## config.mk

```make
export PLATFORM = sky130hd
export DESIGN_NAME = detector_jogada
export DESIGN_NICKNAME = d
export VERILOG_FILES = /design/src/rtl/detector_jogada.sv
export SDC_FILE = /design/constraint.sdc
export NUM_CORES = 1
export LEC_CHECK = 0
export ABC_AREA = 1
export BUFFER_PORTS_ARGS = -buffer_cell sky130_fd_sc_hd__buf_2
export CORE_MARGIN = 5
export CORE_UTILIZATION = 40
export DETAILED_ROUTE_END_ITERATION = 6
export REMOVE_ABC_BUFFERS = 1
export SLEW_MARGIN = 20
export SYNTH_ARGS = -nofsm -noshare
export SYNTH_HDL_FRONTEND = slang
export SYNTH_SLANG_ARGS = --single-unit
```

## constraint.sdc

```tcl
create_clock -name clock -period 5.4 [get_ports clock]
set_input_delay 1.35 -clock clock [delete_from_list [all_inputs] [get_ports clock]]
set_output_delay 1.35 -clock clock [all_outputs]
set_load 0.005 [all_outputs]
```

## src/rtl/detector_jogada.sv

```systemverilog
// rtl/detector_jogada.sv - debounced single-button press detector; optional input synchroniser via DETECTOR_JOGADA_SYNC_EN
module detector_jogada #(
  parameter int NBOT            = 4,
  parameter int DEBOUNCE_CYCLES = 1000
) (
  input  logic            clock,
  input  logic            reset,
  input  logic            pode_jogar,
  input  logic [NBOT-1:0] botoes,
  output logic            jogada,
  output logic [NBOT-1:0] valor,
  output logic            erro_multiplo,
  output logic            ocupado,
  output logic [3:0]      db_estado
);

  localparam int            CW      = $clog2(DEBOUNCE_CYCLES);
  localparam logic [CW-1:0] CNT_MAX = CW'(DEBOUNCE_CYCLES - 1);

  typedef enum logic [3:0] {
    ESPERA = 4'd0,
    FILTRA = 4'd1,
    PULSO  = 4'd2,
    SOLTA  = 4'd3
  } estado_t;

  estado_t         estado_q;
  logic [NBOT-1:0] amostra_q;
  logic [CW-1:0]   contador_q;
  logic [NBOT-1:0] valor_q;
  logic            jogada_q;
  logic            erro_q;
  logic [NBOT-1:0] b;

`ifdef DETECTOR_JOGADA_SYNC_EN
  logic [NBOT-1:0] b_meta_q;
  logic [NBOT-1:0] b_sync_q;

  // Two-flop synchroniser for the asynchronous button levels
  always_ff @(posedge clock or posedge reset) begin
    if (reset) begin
      b_meta_q <= '0;
      b_sync_q <= '0;
    end else begin
      b_meta_q <= botoes;
      b_sync_q <= b_meta_q;
    end
  end

  assign b = b_sync_q;
`else
  assign b = botoes;
`endif

  // Press filter FSM: sample, hold-stable count, pulse once, then wait for a clean release
  always_ff @(posedge clock or posedge reset) begin
    if (reset) begin
      estado_q   <= ESPERA;
      amostra_q  <= '0;
      contador_q <= '0;
      valor_q    <= '0;
      jogada_q   <= 1'b0;
      erro_q     <= 1'b0;
    end else begin
      jogada_q <= 1'b0;
      erro_q   <= 1'b0;
      case (estado_q)
        ESPERA: begin
          if (pode_jogar && (b != '0)) begin
            estado_q   <= FILTRA;
            amostra_q  <= b;
            contador_q <= '0;
          end
        end
        FILTRA: begin
          if (!pode_jogar || (b != amostra_q)) begin
            estado_q <= ESPERA;
          end else if (contador_q == CNT_MAX) begin
            if ($onehot(amostra_q)) begin
              estado_q <= PULSO;
            end else begin
              // Chord of buttons: flag it and go straight to waiting for release
              estado_q   <= SOLTA;
              erro_q     <= 1'b1;
              contador_q <= '0;
            end
          end else begin
            contador_q <= contador_q + 1'b1;
          end
        end
        PULSO: begin
          // Committed: pode_jogar is not re-checked here
          jogada_q   <= 1'b1;
          valor_q    <= amostra_q;
          estado_q   <= SOLTA;
          contador_q <= '0;
        end
        SOLTA: begin
          if (b != '0) begin
            contador_q <= '0;
          end else if (contador_q == CNT_MAX) begin
            estado_q <= ESPERA;
          end else begin
            contador_q <= contador_q + 1'b1;
          end
        end
        default: begin
          estado_q <= ESPERA;
        end
      endcase
    end
  end

  assign jogada        = jogada_q;
  assign erro_multiplo = erro_q;
  assign valor         = valor_q;
  assign ocupado       = (estado_q != ESPERA);
  assign db_estado     = estado_q;

endmodule

```

==> impl_metrics.json <==
{
  "rr_worst_depth": 12,
  "critical_path.max_stage_delay_ps": 510,
  "yosys_warnings": 0,
  "hp-class": "reg2reg",
  "hold_path.startpoint": "valor[0]",
  "final_nets": 224,
  "post_cts_buffers": 0,
  "holdWs_ps": 497,
  "crit_path_start_kind": "register",
  "pin_count": 18,
  "finalSetupViolCount": 0,
  "synth-xor-area-share_pct": 1.23,
  "yosysTopAreaCell": "dfrtp_1",
  "cp_max_fo": 11,
  "grt_use_met2_pct": 18.2,
  "path_class": "reg2reg",
  "status": "completed",
  "maxCapViolations": 0,
  "synth_top_family_by_area": "simple AND/OR/NAND/NOR gates",
  "setup_tns_ps": 0,
  "wl_per_cell_um": 11.0,
  "netlist_instances": 199,
  "antenna_found_initial": 0,
  "reg2reg_setup_slack_ps": 2760,
  "first_pass_iters": 4,
  "clkSinkCount": 22,
  "dp_hpwl_mm": 2.20,
  "cp.required_ps": 5650,
  "cts_tree": "yes",
  "use_met1_pct": 18.7,
  "grt_use_met3_pct": 3.48,
  "clock_skew_ps": 3.63,
  "crit_slowest_cell": "fa_1",
  "layout_common_cells": "nand2_1 (64), inv_1 (24), dfrtp_1 (22)",
  "period_share_pct": 49.0,
  "synthDistinctLibCells": 29,
  "grt_remaining_overflow": 0,
  "multi_input_area_um2": 703,
  "gp_congestion": 0.777,
  "grt_pass1_vias": 1127,
  "seq_area_um2": 551,
  "clockBufferDepth": 2,
  "die_x_um": 69.6,
  "drc": 0,
  "synth_top_area_share_pct": 38.8,
  "final_layout_size_suffix_gt1_share_pct": 17.1,
  "max_freq_mhz": 378,
  "grt_pass1_wl_mm": 5.06,
  "synth_mux_area_share_pct": 0,
  "grt_max_degree": 23,
  "cts_max_level": 1,
  "clk_pin_slew_ps": 110,
  "io_buffers": 15,
  "ys_seq_area_share_pct": 38.8,
  "cp.arrival_ps": 2890,
  "holdPathStages": 2,
  "hold_path_end": "valor[0]",
  "rsz0062_at_grt": "false",
  "finalHoldViolations": 0,
  "reg2reg_to": "contador_q[3]",
  "synth_seq_cells": 22,
  "start_util_pct": 41.9,
  "yosys-top-cells-area": "dfrtp_1 (39%), nand2_1 (17%), nand3_1 (7.0%), inv_1 (6.3%), o21ai_0 (3.5%)",
  "vias_per_cell": 4.64,
  "tightest_slew_ps": 821,
  "core_um2": 3390,
  "clk-insertion-delay-late_ps": 300,
  "drt_iter0_markers": 57,
  "leakagePower_nw": 0.771,
  "final_common_cell": "nand2_1",
  "antenna_left": 0,
  "grt_use_total_pct": 12.8,
  "path_cells": "inv_1 > fa_1 > inv_1 > ha_1 > ha_1 > nor3b_1 > nand3_1 > nand3_1 > nand2_1 > nand2_2 > nand2_1 > nand2_1",
  "cp-end-kind": "register",
  "n_antenna_cell": 0,
  "die_h_um": 69.6,
  "synth.avg_cell_area_um2": 7.14,
  "cts.repair.resized": 0,
  "vias": 1192,
  "root_buffer": "clkbuf_4",
  "synth_compound_area_share_pct": 9.52,
  "synthAdderAreaFrac_pct": 4.05,
  "gr-max-usage-layer": "met1",
  "n_fill_cell": 355,
  "cpMostUsedCell": "nand2_1",
  "max-slew-margin-rel_pct": 45.2,
  "wirelength_mm": 2.83,
  "netlist_area_um2": 1420,
  "rows": 21,
  "die_area_um2": 4840,
  "cts_buffers": 3,
  "syn_to_final_growth_pct": 7.14,
  "fin_crit_ps": 2640,
  "powerDensity_nw_per_um2": 164,
  "maxSlewViolCount": 0,
  "ir_drop_uv": 155,
  "synth-simple-area-share_pct": 34.2,
  "postCtsHoldBufs": 0,
  "r2r_start": "amostra_q[1]"
}
[cells by family after synthesis]
group                    after synthesis
AO/OA/AOI/OAI                         25
XOR/XNOR                               2
adder cells (fa/ha/maj)                4
buffers and inverters                 37
flip-flops                            22
other                                  1
AND/OR/NAND/NOR                      108
[report_power, final]
part | switching (mW) | internal, mW | leakage [nW]
logic | 0.00865 | 0.00354 | 0.460
registers | 0.000212 | 0.165 | 0.297
clock network | 0.0461 | 0.0260 | 0.0138
total | 0.0550 | 0.194 | 0.771
[layout make-up]
| class | instances | area share (%) |
|---|---|---|
| inverters | 30 | 7.40 |
| multi-input cells | 141 | 46.2 |
| repair buffers | 15 | 4.93 |
| flip-flops and latches | 22 | 36.2 |
| well taps | 46 | 3.78 |
| clock buffers | 3 | 1.48 |
[cell usage after synthesis]
cell       n
a21boi_0   1
a21oi_1    9
a31oi_1    1
buf_2      1
buf_4      4
buf_6      2
conb_1     1
dfrtp_1   22
fa_1       1
ha_1       3
inv_1     24
inv_2      6
nand2_1   64
nand2_2    4
nand3_1   20
nand3_2    2
nand4_1    1
nor2_1     9
nor2_2     4
nor2_4     2
nor3_1     1
nor3b_1    1
o21a_1     1
o21ai_0   10
o21ai_1    1
o21bai_1   1
o22ai_1    1
xnor2_1    1
xor2_1     1
[worst max path at each step]
stage            startpoint       endpoint  slack (ps)
6_report       amostra_q[1]  contador_q[3]        2760
5_1_grt        amostra_q[1]  contador_q[1]        2440
4_1_cts        amostra_q[1]  contador_q[3]        2730
3_5_place_dp      botoes[2]  contador_q[0]        2700
3_3_place_gp      botoes[2]  contador_q[3]        2740
2_1_floorplan     botoes[2]  contador_q[0]        3030
[flip-flops by register name, summed over array words and instances, names as in the netlist]
register,flops
valor,4
amostra_q,4
db_estado,2
jogada,1
erro_multiplo,1
contador_q,10
[through the flow]
step           setup slack [ps]  std cells  util [%]  cell area [µm²]  total power, mW
2_1_floorplan              3030        193         -             1370            0.176
4_1_cts                    2730        257      44.9             1520            0.253
3_3_place_gp               2740        254      44.2             1500            0.181
3_5_place_dp               2700        254      44.2             1500            0.181
6_report                   2760        257      44.9             1520            0.249
5_1_grt                    2440        257      44.9             1520            0.263
[worst max-delay path: cells and delay by family, from the launching register on]
kind,cells,cell delay (ps)
AND/OR/NAND/NOR,7,1070
adder cells (fa/ha/maj),3,950
flip-flops,1,420
buffers and inverters,2,130
[routing by layer]
layer  wire length [µm]  vias up
met5                  0        -
met4                 27        0
met3                162        2
met2               1150       29
met1               1490      514
li1                   -      647
Note: power is estimated with default switching activity, not from simulation.
